`src/rtl/vid_in_frame_burst_writer_if.sv`:
```
// Memory-side burst command and write-data channels of the frame burst writer.
// The master drives commands and data; the slave (memory port) returns the readies.
interface vid_in_frame_burst_writer_if #(
    parameter int DATA_W = 64
);
    logic              cmd_valid;
    logic              cmd_ready;
    logic [31:0]       cmd_addr;
    logic [7:0]        cmd_len;
    logic              wr_valid;
    logic              wr_ready;
    logic [DATA_W-1:0] wr_data;
    logic              wr_last;

    modport master (
        output cmd_valid, cmd_addr, cmd_len,
        input  cmd_ready,
        output wr_valid, wr_data, wr_last,
        input  wr_ready
    );

    modport slave (
        input  cmd_valid, cmd_addr, cmd_len,
        output cmd_ready,
        input  wr_valid, wr_data, wr_last,
        output wr_ready
    );
endinterface

```
`src/rtl/vid_in_frame_burst_writer.sv`:
```
// Frame burst writer: buffers video beats, issues fixed-length write bursts, flushes residue on frame sync.
// Latency: command 1 cycle after BURST_LEN beats are buffered, data 1 cycle after command accept.
// Backpressure: cmd/wr held while ready is low; input has none, beats hitting a full FIFO are dropped.
// Build option VID_IN_FRAME_WR_DROP_STAT_EN adds the saturating dropped_cnt_o counter.

module vid_in_frame_burst_writer_fifo #(
    parameter int WIDTH = 64,
    parameter int DEPTH = 64
) (
    input  logic             clk_i,
    input  logic             rst_n_i,
    input  logic             push_i,
    input  logic [WIDTH-1:0] push_dat_i,
    input  logic             pop_i,
    output logic             full_o,
    output logic [WIDTH-1:0] head_dat_o
);
    localparam int AW = $clog2(DEPTH);
    localparam logic [AW:0] DEPTH_C = DEPTH[AW:0];

    logic [WIDTH-1:0] mem_q [DEPTH];
    logic [AW:0]      wr_ptr_q;
    logic [AW:0]      rd_ptr_q;
    logic [AW:0]      count;

    assign count      = wr_ptr_q - rd_ptr_q;
    assign full_o     = (count == DEPTH_C);
    assign head_dat_o = mem_q[rd_ptr_q[AW-1:0]];

    always_ff @(posedge clk_i or negedge rst_n_i) begin
        if (!rst_n_i) begin
            wr_ptr_q <= '0;
            rd_ptr_q <= '0;
        end else begin
            if (push_i) wr_ptr_q <= wr_ptr_q + 1'b1;
            if (pop_i)  rd_ptr_q <= rd_ptr_q + 1'b1;
        end
    end

    always_ff @(posedge clk_i) begin
        if (push_i) mem_q[wr_ptr_q[AW-1:0]] <= push_dat_i;
    end
endmodule

module vid_in_frame_burst_writer #(
    parameter int DATA_W     = 64,
    parameter int BURST_LEN  = 16,
    parameter int FIFO_DEPTH = 64
) (
    input  logic                        vid_in_clk_i,
    input  logic                        resetn_i,
    input  logic                        vid_in_frame_sync_i,
    input  logic [7:0]                  vid_in_frame_write_addr_i,
    input  logic                        vid_in_data_valid_i,
    input  logic [DATA_W-1:0]           vid_in_data_i,
    vid_in_frame_burst_writer_if.master mem_if,
    output logic                        frame_done_o,
`ifdef VID_IN_FRAME_WR_DROP_STAT_EN
    output logic [15:0]                 dropped_cnt_o,
`endif
    output logic                        overflow_o
);
    localparam int BYTES_PER_BEAT = DATA_W / 8;
    localparam int CW             = $clog2(FIFO_DEPTH) + 1;
    localparam int BL_M1          = BURST_LEN - 1;
    localparam logic [CW-1:0] BURST_C  = BURST_LEN[CW-1:0];
    localparam logic [7:0]    LEN_FULL = BL_M1[7:0];
    localparam logic [23:0]   BPB_C    = BYTES_PER_BEAT[23:0];

    typedef enum logic [1:0] {IDLE, CMD, DATA, SWITCH} state_e;

    state_e        state_q, state_d;
    logic [7:0]    cur_base_q, cur_base_d;
    logic [7:0]    next_base_q, next_base_d;
    logic [23:0]   offset_q, offset_d;
    logic [CW-1:0] uncmd_q, uncmd_d;
    logic [CW-1:0] flush_cnt_q, flush_cnt_d;
    logic          flush_pending_q, flush_pending_d;
    logic [7:0]    len_q, len_d;
    logic [7:0]    beat_q, beat_d;
    logic          is_flush_q, is_flush_d;
    logic          overflow_q, overflow_d;

    logic              fifo_full;
    logic [DATA_W-1:0] fifo_head;
    logic              push, drop, pop;
    logic              full_take, switch_done, violation;
    logic [CW-1:0]     flush_take, flush_len, flush_len_m1, uncmd_rem;
    logic [23:0]       burst_bytes;

    assign push = vid_in_data_valid_i & ~fifo_full;
    assign drop = vid_in_data_valid_i & fifo_full;
    assign pop  = (state_q == DATA) & mem_if.wr_ready;

    vid_in_frame_burst_writer_fifo #(
        .WIDTH (DATA_W),
        .DEPTH (FIFO_DEPTH)
    ) u_fifo (
        .clk_i      (vid_in_clk_i),
        .rst_n_i    (resetn_i),
        .push_i     (push),
        .push_dat_i (vid_in_data_i),
        .pop_i      (pop),
        .full_o     (fifo_full),
        .head_dat_o (fifo_head)
    );

    // Flush bursts are capped at BURST_LEN so a deep residue still fits the 8-bit length field.
    assign flush_len    = (flush_cnt_q > BURST_C) ? BURST_C : flush_cnt_q;
    assign flush_len_m1 = flush_len - 1'b1;
    assign burst_bytes  = ({16'd0, len_q} + 24'd1) * BPB_C;

    always_comb begin
        state_d     = state_q;
        len_d       = len_q;
        beat_d      = beat_q;
        is_flush_d  = is_flush_q;
        cur_base_d  = cur_base_q;
        offset_d    = offset_q;
        full_take   = 1'b0;
        flush_take  = '0;
        switch_done = 1'b0;
        case (state_q)
            IDLE: begin
                if (flush_pending_q && (flush_cnt_q != '0)) begin
                    flush_take = flush_len;
                    len_d      = 8'(flush_len_m1);
                    beat_d     = '0;
                    is_flush_d = 1'b1;
                    state_d    = CMD;
                end else if (flush_pending_q) begin
                    state_d = SWITCH;
                end else if (uncmd_q >= BURST_C) begin
                    full_take  = 1'b1;
                    len_d      = LEN_FULL;
                    beat_d     = '0;
                    is_flush_d = 1'b0;
                    state_d    = CMD;
                end
            end
            CMD: begin
                if (mem_if.cmd_ready) begin
                    offset_d = offset_q + burst_bytes;
                    state_d  = DATA;
                end
            end
            DATA: begin
                if (pop) begin
                    beat_d = beat_q + 8'd1;
                    if (beat_q == len_q) begin
                        // Residue left over from a capped flush goes back through IDLE first.
                        state_d = (is_flush_q && (flush_cnt_q == '0)) ? SWITCH : IDLE;
                    end
                end
            end
            SWITCH: begin
                cur_base_d  = next_base_q;
                offset_d    = '0;
                switch_done = 1'b1;
                state_d     = IDLE;
            end
            default: state_d = IDLE;
        endcase
    end

    // A sync landing in SWITCH is the normal next frame, not a second unresolved sync.
    assign violation = vid_in_frame_sync_i & flush_pending_q & (state_q != SWITCH);
    assign uncmd_rem = uncmd_q - (full_take ? BURST_C : '0);

    always_comb begin
        uncmd_d         = uncmd_rem + {{(CW-1){1'b0}}, push};
        flush_cnt_d     = flush_cnt_q - flush_take;
        flush_pending_d = flush_pending_q & ~switch_done;
        next_base_d     = next_base_q;
        overflow_d      = overflow_q | drop;
        if (vid_in_frame_sync_i) begin
            uncmd_d         = {{(CW-1){1'b0}}, push};
            flush_cnt_d     = flush_cnt_q - flush_take + uncmd_rem;
            flush_pending_d = 1'b1;
            next_base_d     = vid_in_frame_write_addr_i;
            overflow_d      = violation | drop;
        end
    end

    always_ff @(posedge vid_in_clk_i or negedge resetn_i) begin
        if (!resetn_i) begin
            state_q         <= IDLE;
            cur_base_q      <= '0;
            next_base_q     <= '0;
            offset_q        <= '0;
            uncmd_q         <= '0;
            flush_cnt_q     <= '0;
            flush_pending_q <= 1'b0;
            len_q           <= '0;
            beat_q          <= '0;
            is_flush_q      <= 1'b0;
            overflow_q      <= 1'b0;
        end else begin
            state_q         <= state_d;
            cur_base_q      <= cur_base_d;
            next_base_q     <= next_base_d;
            offset_q        <= offset_d;
            uncmd_q         <= uncmd_d;
            flush_cnt_q     <= flush_cnt_d;
            flush_pending_q <= flush_pending_d;
            len_q           <= len_d;
            beat_q          <= beat_d;
            is_flush_q      <= is_flush_d;
            overflow_q      <= overflow_d;
        end
    end

    assign mem_if.cmd_valid = (state_q == CMD);
    assign mem_if.cmd_addr  = {cur_base_q, offset_q};
    assign mem_if.cmd_len   = len_q;
    assign mem_if.wr_valid  = (state_q == DATA);
    assign mem_if.wr_data   = (state_q == DATA) ? fifo_head : '0;
    assign mem_if.wr_last   = (state_q == DATA) & (beat_q == len_q);
    assign frame_done_o     = (state_q == SWITCH);
    assign overflow_o       = overflow_q;

`ifdef VID_IN_FRAME_WR_DROP_STAT_EN
    logic [15:0] drop_cnt_q;

    always_ff @(posedge vid_in_clk_i or negedge resetn_i) begin
        if (!resetn_i) begin
            drop_cnt_q <= '0;
        end else if (drop && (drop_cnt_q != 16'hFFFF)) begin
            drop_cnt_q <= drop_cnt_q + 16'd1;
        end
    end

    assign dropped_cnt_o = drop_cnt_q;
`endif
endmodule
```
`src/flat_wrapper.sv`:
```
// flat-port wrapper written by rule: the top's interface ports become plain ports
module vid_in_frame_burst_writer_flat 
#(
    parameter int DATA_W     = 64,
    parameter int BURST_LEN  = 16,
    parameter int FIFO_DEPTH = 64
)
  (vid_in_clk_i, resetn_i, vid_in_frame_sync_i, vid_in_frame_write_addr_i, vid_in_data_valid_i, vid_in_data_i, frame_done_o, overflow_o, mem_if_cmd_valid, mem_if_cmd_addr, mem_if_cmd_len, mem_if_cmd_ready, mem_if_wr_valid, mem_if_wr_data, mem_if_wr_last, mem_if_wr_ready);
  vid_in_frame_burst_writer_if #(.DATA_W(DATA_W)) mem_if_i ();
  input  logic vid_in_clk_i;
  input  logic resetn_i;
  input  logic vid_in_frame_sync_i;
  input  logic [7:0] vid_in_frame_write_addr_i;
  input  logic vid_in_data_valid_i;
  input  logic [DATA_W-1:0] vid_in_data_i;
  output logic frame_done_o;
  output logic overflow_o;
  output wire logic [$bits(mem_if_i.cmd_valid)-1:0] mem_if_cmd_valid;
  output wire logic [$bits(mem_if_i.cmd_addr)-1:0] mem_if_cmd_addr;
  output wire logic [$bits(mem_if_i.cmd_len)-1:0] mem_if_cmd_len;
  input wire logic [$bits(mem_if_i.cmd_ready)-1:0] mem_if_cmd_ready;
  output wire logic [$bits(mem_if_i.wr_valid)-1:0] mem_if_wr_valid;
  output wire logic [$bits(mem_if_i.wr_data)-1:0] mem_if_wr_data;
  output wire logic [$bits(mem_if_i.wr_last)-1:0] mem_if_wr_last;
  input wire logic [$bits(mem_if_i.wr_ready)-1:0] mem_if_wr_ready;
  assign mem_if_cmd_valid = mem_if_i.cmd_valid;
  assign mem_if_cmd_addr = mem_if_i.cmd_addr;
  assign mem_if_cmd_len = mem_if_i.cmd_len;
  assign mem_if_i.cmd_ready = mem_if_cmd_ready;
  assign mem_if_wr_valid = mem_if_i.wr_valid;
  assign mem_if_wr_data = mem_if_i.wr_data;
  assign mem_if_wr_last = mem_if_i.wr_last;
  assign mem_if_i.wr_ready = mem_if_wr_ready;
  vid_in_frame_burst_writer #(.DATA_W(DATA_W), .BURST_LEN(BURST_LEN), .FIFO_DEPTH(FIFO_DEPTH)) u_core (.vid_in_clk_i(vid_in_clk_i), .resetn_i(resetn_i), .vid_in_frame_sync_i(vid_in_frame_sync_i), .vid_in_frame_write_addr_i(vid_in_frame_write_addr_i), .vid_in_data_valid_i(vid_in_data_valid_i), .vid_in_data_i(vid_in_data_i), .mem_if(mem_if_i), .frame_done_o(frame_done_o), .overflow_o(overflow_o));
endmodule
```
`config.mk`:
```
export PLATFORM = sky130hd
export DESIGN_NAME = vid_in_frame_burst_writer_flat
export DESIGN_NICKNAME = d
export VERILOG_FILES = /design/src/rtl/vid_in_frame_burst_writer_if.sv /design/src/rtl/vid_in_frame_burst_writer.sv /design/src/flat_wrapper.sv
export SDC_FILE = /design/constraint.sdc
export NUM_CORES = 2
export LEC_CHECK = 0
export BUFFER_PORTS_ARGS = -buffer_cell sky130_fd_sc_hd__buf_2
export CAP_MARGIN = 20
export CORE_MARGIN = 3
export CORE_UTILIZATION = 35
export DETAILED_ROUTE_END_ITERATION = 8
export GPL_TIMING_DRIVEN = 0
export PLACE_DENSITY = 0.49
export SLEW_MARGIN = 20
export SYNTH_ARGS = -nofsm -noshare
export SYNTH_HDL_FRONTEND = slang
export SYNTH_HIERARCHICAL = 1
export SYNTH_SLANG_ARGS = --single-unit
```
`constraint.sdc`:
```
create_clock -name vid_in_clk_i -period 9.2 [get_ports vid_in_clk_i]
set_clock_uncertainty 0.1 [all_clocks]
set_input_delay 1.38 -clock vid_in_clk_i [delete_from_list [all_inputs] [get_ports vid_in_clk_i]]
set_output_delay 1.38 -clock vid_in_clk_i [all_outputs]
set_load 0.005 [all_outputs]
```
== Word level (Yosys, flattened, before mapping) ==
Memory sizes are Yosys's and may differ from the RTL's.
Cells that the tools add are included.
W data, S select, Z words.

* Flip-flop bits (word level): 89
* RAM bits: 4,096
* Input port bits: 78
* Output and inout bits: 109
* Word-level logic and storage cells: 100
* Memories: 1

* Add/sub/neg operators: 11
* Magnitude comparators: 2
* Eq/ne operators: 13
* Muxes and demuxes: 37
* Bitwise operators: 11
* Reduce and logical (&&, ||, !) cells: 12

{| class="wikitable"
|+ Memories
! name !! words !! width !! read ports !! clocked after memory_dff !! write ports !! line !! text
|-
| u_core.u_fifo.mem_q || 64 || 64 || 1 || 0 || 1 || vid_in_frame_burst_writer.sv:21 || <nowiki>logic [WIDTH-1:0] mem_q [DEPTH];</nowiki>
|}

{| class="wikitable"
|+ Operator list
! kind !! number
|-
| $mux W64 || 1
|-
| $mux W8 || 7
|-
| $pmux W24 S2 || 1
|-
| $mux W7 || 5
|-
| $add A24 B24 Y24 || 1
|-
| $mux W24 || 1
|-
| $sub A7 B7 Y7 || 3
|-
| $pmux W8 S2 || 1
|-
| $add A7 B1 Y7 const B || 2
|-
| $mux W2 || 7
|-
| $mux W1 || 12
|-
| $add A8 B1 Y9 const B || 1
|-
| $add A8 B1 Y8 const B || 1
|-
| $eq A8 B8 Y1 || 1
|-
| $pmux W2 S4 || 1
|-
| $reduce_and A4 Y1 || 2
|-
| $add A7 B1 Y7 || 1
|-
| $add A7 B7 Y7 || 1
|-
| $and A1 B1 Y1 || 7
|-
| $eq A7 B7 Y1 const B || 1
|-
| $ge A7 B5 Y1 const B || 1
|-
| $gt A7 B5 Y1 const B || 1
|-
| $logic_not A7 Y1 || 1
|-
| $reduce_bool A7 Y1 || 1
|-
| 16 further kinds || 25
|}

== Logic depth before layout (Yosys ltp) ==
* Depth in word-level cells: 9
* Mapped depth: 17

== By module ==
Netlist, hierarchy kept.

{| class="wikitable"
|+ By module, submodules not included
! module !! instances !! cells each !! area each (um2)
|-
| vid_in_frame_burst_writer_fifo || 1 || 6,561 || 155,307.7
|-
| vid_in_frame_burst_writer || 1 || 526 || 4,727.0
|}

== Worst setup path after synthesis ==
Ideal clock, no wire load.

* Path type: reg-to-reg
* Start point: reg u_core.u_fifo.rd_ptr_q[2]
* End point: mem u_core.u_fifo.mem_q[48][0] (enable)
* Library setup time: 0.564 ns
* Arrival time: 7.645 ns
* Path slack: 0.891 ns
* Stages on the path, launching flop included: 15
* Path buffers: 4
* Clock period less this slack: 8.309 ns
* Cells stage by stage: dfrtp_1 -> buf_2 -> inv_1 -> buf_2 -> buf_2 -> ha_1 -> o21ai_1 -> nand2b_1 -> a311o_1 -> nand3_1 -> a311oi_1 -> nor2b_1 -> clkbuf_1 -> or4b_2 -> nor3_1

* Word-level cells in the longest chain between the ends: 6

{| class="wikitable"
|+ RTL lines
! element !! line !! text
|-
| start, declared || vid_in_frame_burst_writer.sv:23 || <nowiki>logic [AW:0] rd_ptr_q;</nowiki>
|-
| start signal, assigned || vid_in_frame_burst_writer.sv:36 || <nowiki>if (pop_i) rd_ptr_q <= rd_ptr_q + 1'b1;</nowiki>
|-
| $sub A7 B7 Y7 || vid_in_frame_burst_writer.sv:26 || <nowiki>assign count = wr_ptr_q - rd_ptr_q;</nowiki>
|-
| $eq A7 B7 Y1 || vid_in_frame_burst_writer.sv:27 || <nowiki>assign full_o = (count == DEPTH_C);</nowiki>
|-
| net u_core.fifo_full || vid_in_frame_burst_writer.sv:84 || <nowiki>logic fifo_full;</nowiki>
|-
| $not A1 Y1 || vid_in_frame_burst_writer.sv:91 || <nowiki>assign push = vid_in_data_valid_i & ~fifo_full;</nowiki>
|-
| $and A1 B1 Y1 || vid_in_frame_burst_writer.sv:91 ||
|-
| net u_core.push || vid_in_frame_burst_writer.sv:86 || <nowiki>logic push, drop, pop;</nowiki>
|-
| $mux W1 || vid_in_frame_burst_writer.sv:41 || <nowiki>if (push_i) mem_q[wr_ptr_q[AW-1:0]] <= push_dat_i;</nowiki>
|-
| $mux W1 (implied by the code) || vid_in_frame_burst_writer.sv:41 ||
|-
| end, declared || vid_in_frame_burst_writer.sv:21 ||
|}

The timed path passes the listed nets, and every way through them passes these cells.

== Worst setup path after layout ==
* Start point: reg u_core.u_fifo.rd_ptr_q[2]
* End point: out mem_if_wr_data[56]

* Word-level cells in the longest chain between the ends: 2

{| class="wikitable"
|+ RTL lines
! element !! line !! text
|-
| $mem_v2 Z64 W64 || n/a ||
|-
| net u_core.fifo_head[56] || vid_in_frame_burst_writer.sv:85 || <nowiki>logic [DATA_W-1:0] fifo_head;</nowiki>
|-
| $mux W64 || vid_in_frame_burst_writer.sv:217 || <nowiki>assign mem_if.wr_data = (state_q == DATA) ? fifo_head : '0;</nowiki>
|-
| end, declared || flat_wrapper.sv:23 || <nowiki>output wire logic [$bits(mem_if_i.wr_data)-1:0] mem_if_wr_data;</nowiki>
|}

The timed path passes the listed nets, and every way through them passes these cells.

==> impl_metrics.sql <==
INSERT INTO impl_metrics (metric_group, metric, value, unit) VALUES
('logic_synthesis', 'postSynthAreaPerCell', '22.6', 'um^2'),
('cts', 'cts_hold_buffers', '0', ''),
('worst_setup_path', 'crit_arrival', '5.92', 'ns'),
('logic_synthesis', 'synth_flop_cell', 'sky130_fd_sc_hd__edfxtp_1', ''),
('floorplanning', 'die_area', '465000', 'um^2'),
('grt', 'first_global_vias', '82300', ''),
('placed_design', 'detailed_place_hpwl', '337000', 'um'),
('routing', 'first_iter_violations', '8840', ''),
('cts', 'clock_pin_transition_on_the_worst_setup_and_hold_timing_paths', '0.06', 'ns'),
('worst_setup_path', 'timing.critical_path.from_type', 'flip-flop', ''),
('logic_synthesis', 'synth_warn', '6', ''),
('sta', 'totalNegativeSetupSlack', '0', 'ns'),
('logic_synthesis', 'synth.yosys.seq_area_share', '78.2', '%'),
('sta', 'drv_slew', '0', ''),
('cts', 'tritoncts_clock_tree', 'built', ''),
('placed_design', 'gp_weighted_congestion', '0.798', ''),
('floorplanning', 'die_h', '682', 'um'),
('sta', 'worst_slew_margin_rel', '19.3', '%'),
('cts', 'clk_latency', '0.99', 'ns'),
('routing', 'detailroute.via_count', '80800', ''),
('cts', 'cts_resized', '0', ''),
('routing', 'drt-wirelength-per-cell', '34.1', 'um'),
('outcome', 'result_of_the_run', 'finished clean', ''),
('grt', 'global_route.overflow_total', '0', ''),
('placed_design', 'buffer_ports.inserted', '181', ''),
('sta', 'timing.final.setup_violations', '0', ''),
('grt', 'grtUsageTotal', '20.8', '%'),
('floorplanning', 'initial_core_util', '35.3', '%'),
('grt', 'grt_first_pass_wirelength', '673000', 'um'),
('routing', 'vias_per_cell', '5.62', ''),
('power', 'leakage_power', '59.3', 'nW'),
('sta', 'timing.final.hold_violations', '0', ''),
('cts', 'clock_tree.buffer_depth', '4', ''),
('min_path', 'min-delay-path-class', 'input pin to asynchronous set/reset pin', ''),
('sta', 'tightest_slew', '1.20', 'ns'),
('cts', 'cts_post_setup_buffers_inserted', '0', ''),
('logic_synthesis', 'synth_area', '160000', 'um^2'),
('cells_and_area', 'final_layout_size_suffix_gt1_share', '28.2', '%'),
('cts', 'cts_made_buffers', '438', ''),
('sta', 'clock.fmax', '135', 'MHz'),
('worst_setup_path', 'crit_required', '7.72', 'ns'),
('worst_setup_path', 'critical_path.endpoint_type', 'output pin', ''),
('logic_synthesis', 'postSynthCellCount', '7087', ''),
('sta', 'grt_setup_unrepaired', 'no', ''),
('cts', 'numClockSinks', '4181', ''),
('worst_setup_path', 'worstSetupPathType', 'flip-flop to output pin', ''),
('worst_setup_path', 'worst_path_maximum_fanout', '10', ''),
('cells_and_area', 'layout.nets', '8122', ''),
('logic_synthesis', 'synth_top_area_share', '76.9', '%'),
('logic_synthesis', 'synthArstFlopShare', '2.03', '%'),
('logic_synthesis', 'netlist_top_cells_area', 'sky130_fd_sc_hd__edfxtp_1 (77%), sky130_fd_sc_hd__mux4_2 (14%), sky130_fd_sc_hd__dfrtp_1 (1.3%)', ''),
('floorplanning', 'std_cell_rows', '247', ''),
('grt', 'number_of_antenna_violations_at_the_first_check_in_global_routing', '47', ''),
('routing', 'post-route-drc-count', '0', ''),
('logic_synthesis', 'synthDistinctLibCells', '73', ''),
('routing', 'dr.pass1.iters', '5', ''),
('cells_and_area', 'area_growth_syn_to_layout', '18.2', '%'),
('logic_synthesis', 'yosysTopAreaCell', 'sky130_fd_sc_hd__edfxtp_1', ''),
('logic_synthesis', 'ys_ff_latch', '4181', ''),
('power', 'power_density', '292', 'nW/um^2'),
('logic_synthesis', 'synth-edff-count', '4096', ''),
('cells_and_area', 'post_layout_nonfiller_instances', '14400', ''),
('sta', 'min_period_over_period', '80.5', '%'),
('sta', 'period_needed', '7.40', 'ns'),
('cts', 'clock_root_buffer', 'sky130_fd_sc_hd__clkbuf_16', ''),
('power', 'ir_drop', '0.174', 'mV'),
('routing', 'post_detailed_route_count_of_antenna_violating_nets', '0', ''),
('floorplanning', 'floorplan.core_area', '454000', 'um^2'),
('grt', 'grt_start_max_net_pins', '65', ''),
('cells_and_area', 'final.fill_count', '39200', ''),
('floorplanning', 'die_width', '682', 'um'),
('routing', 'routed_wl', '490000', 'um'),
('job', 'drv.max_cap_violation_count', '0', ''),
('cts', 'ctsHtreeMaxLevel', '5', ''),
('floorplanning', 'ioPinCount', '187', ''),
('placed_design', 'dp.cells', '13500', '');
## routing by layer
metal / up-vias / wire [um] / global-route usage, %
li1: 32300 / - / -
met1: 44700 / 198000 / 27.6
met2: 3068 / 242000 / 35.0
met3: 648 / 35000 / 3.93
met4: 12 / 15300 / 5.94
met5: - / 78 / 0
## final cells by class
class | count | area, um^2 | area share [%]
clock inverter | 254 | 2270 | 1.20
tap | 5976 | 7480 | 3.95
sequential | 4181 | 125000 | 66.1
clock buffer | 549 | 11400 | 6.04
timing repair buffer | 475 | 7340 | 3.88
buffer | 408 | 2080 | 1.10
antenna | 26 | 65.1 | 0.0344
inverter | 26 | 97.6 | 0.0516
multi-input combinational | 2475 | 33300 | 17.6
## power by group
group	total [mW]	switching, mW	internal, mW
Clock	17.0	7.40	9.63
Combinational	16.3	9.93	6.33
Sequential	21.9	0.212	21.7
Total	55.2	17.5	37.6
## per-stage QoR
step	util (%)	power [mW]	worst slack [ns]	instance area, um^2	hold WS, ns
3_5_place_dp	38.6	38.7	1.92	175000	0.352
5_1_grt	41.7	57.2	1.65	189000	0.209
2_1_floorplan	-	31.8	0.891	160000	0.335
3_3_place_gp	37.1	38.3	-7.35	168000	0.363
4_1_cts	41.6	55.7	1.69	189000	0.165
6_report	41.7	55.2	1.80	189000	0.231
## final timing paths
path / startpoint / to / slack (ns) / cells after the start
worst max-delay path: u_core/u_fifo/rd_ptr_q[2] / mem_if_wr_data[56] / 1.80 / 12
worst min-delay path: resetn_i / u_core/flush_cnt_q[6] / 0.23 / 1
worst max register to register: u_core/u_fifo/rd_ptr_q[2] / u_core/u_fifo/mem_q[24][23] / 1.89 / 20
worst min register to register: u_core/cur_base_q[4] / u_core/cur_base_q[4] / 0.37 / 2
max in group asynchronous: resetn_i / u_core/u_fifo/wr_ptr_q[1] / 8.09 / 2
min in group vid_in_clk_i: u_core/cur_base_q[4] / u_core/cur_base_q[4] / 0.37 / 2
## synthesized netlist by cell type, drive strengths merged, types with 8 or more instances
cell    count
a22oi     174
ha         36
xnor2      19
edfxtp   4096
nand2b     11
a211o      31
nor3       10
and4        8
or3         8
dfrtp      85
nor2b      10
mux2i     120
xor2       33
a22o      101
inv        25
mux2       11
o21ai      56
clkbuf    195
a21oi      96
buf       213
nand4       9
nand2     124
o22ai      57
o221ai     65
a211oi     65
nand3      57
a221oi     70
nor2      131
and2       70
a311oi     23
mux4      991
## critical path, cell delays in order (launching register included)
cell and delay, ns:
sky130_fd_sc_hd__dfrtp_1 0.36, sky130_fd_sc_hd__buf_2 0.16, sky130_fd_sc_hd__nor2_1 0.82, sky130_fd_sc_hd__buf_2 0.65, sky130_fd_sc_hd__buf_2 0.42, sky130_fd_sc_hd__buf_16 0.22
sky130_fd_sc_hd__clkbuf_1 0.59, sky130_fd_sc_hd__a22oi_1 0.17, sky130_fd_sc_hd__a21oi_1 0.49, sky130_fd_sc_hd__nor2_1 0.18, sky130_fd_sc_hd__o21ai_1 0.11, sky130_fd_sc_hd__and2_1 0.49
sky130_fd_sc_hd__buf_2 0.22
## sequential cells by signal (all words and copies together) (netlist names), 8 cells and up
signal               cells
u_core/next_base_q       8
u_core/u_fifo/mem_q   4096
u_core/cur_base_q        8
u_core/beat_q            8
u_core/offset_q         21
## layout by cell type (no fill, tap or decap), types with 30 or more instances in the layout
master                      instances
sky130_fd_sc_hd__a211o_1           31
sky130_fd_sc_hd__a211oi_1          64
sky130_fd_sc_hd__a21oi_1           95
sky130_fd_sc_hd__a221oi_1          70
sky130_fd_sc_hd__a22o_1           101
sky130_fd_sc_hd__a22oi_1          174
sky130_fd_sc_hd__and2_1            70
sky130_fd_sc_hd__buf_1             30
sky130_fd_sc_hd__buf_12           175
sky130_fd_sc_hd__buf_16            92
sky130_fd_sc_hd__buf_2            223
sky130_fd_sc_hd__buf_4            137
sky130_fd_sc_hd__clkbuf_1         267
sky130_fd_sc_hd__clkbuf_16        439
sky130_fd_sc_hd__clkbuf_2          36
sky130_fd_sc_hd__clkinv_1         111
sky130_fd_sc_hd__clkinv_2          69
sky130_fd_sc_hd__dfrtp_1           85
sky130_fd_sc_hd__edfxtp_1        4096
sky130_fd_sc_hd__ha_1              36
sky130_fd_sc_hd__mux2i_1          120
sky130_fd_sc_hd__mux4_2           991
sky130_fd_sc_hd__nand2_1          124
sky130_fd_sc_hd__nand3_1           57
sky130_fd_sc_hd__nor2_1            68
sky130_fd_sc_hd__nor2_4            62
sky130_fd_sc_hd__o221ai_1          65
sky130_fd_sc_hd__o22ai_1           57
sky130_fd_sc_hd__xor2_1            33
## cell families after synthesis
logic type	Yosys count	share of synthesized area, %
flops	4181	78.2
mux	1122	14.8
compound gates	786	3.66
simple gates	471	1.44
buf+inv	434	1.33
xor+xnor	52	0.285
fa+ha+maj	39	0.319
other cells	2	0.00469
Power figures use the tool's default switching activity.
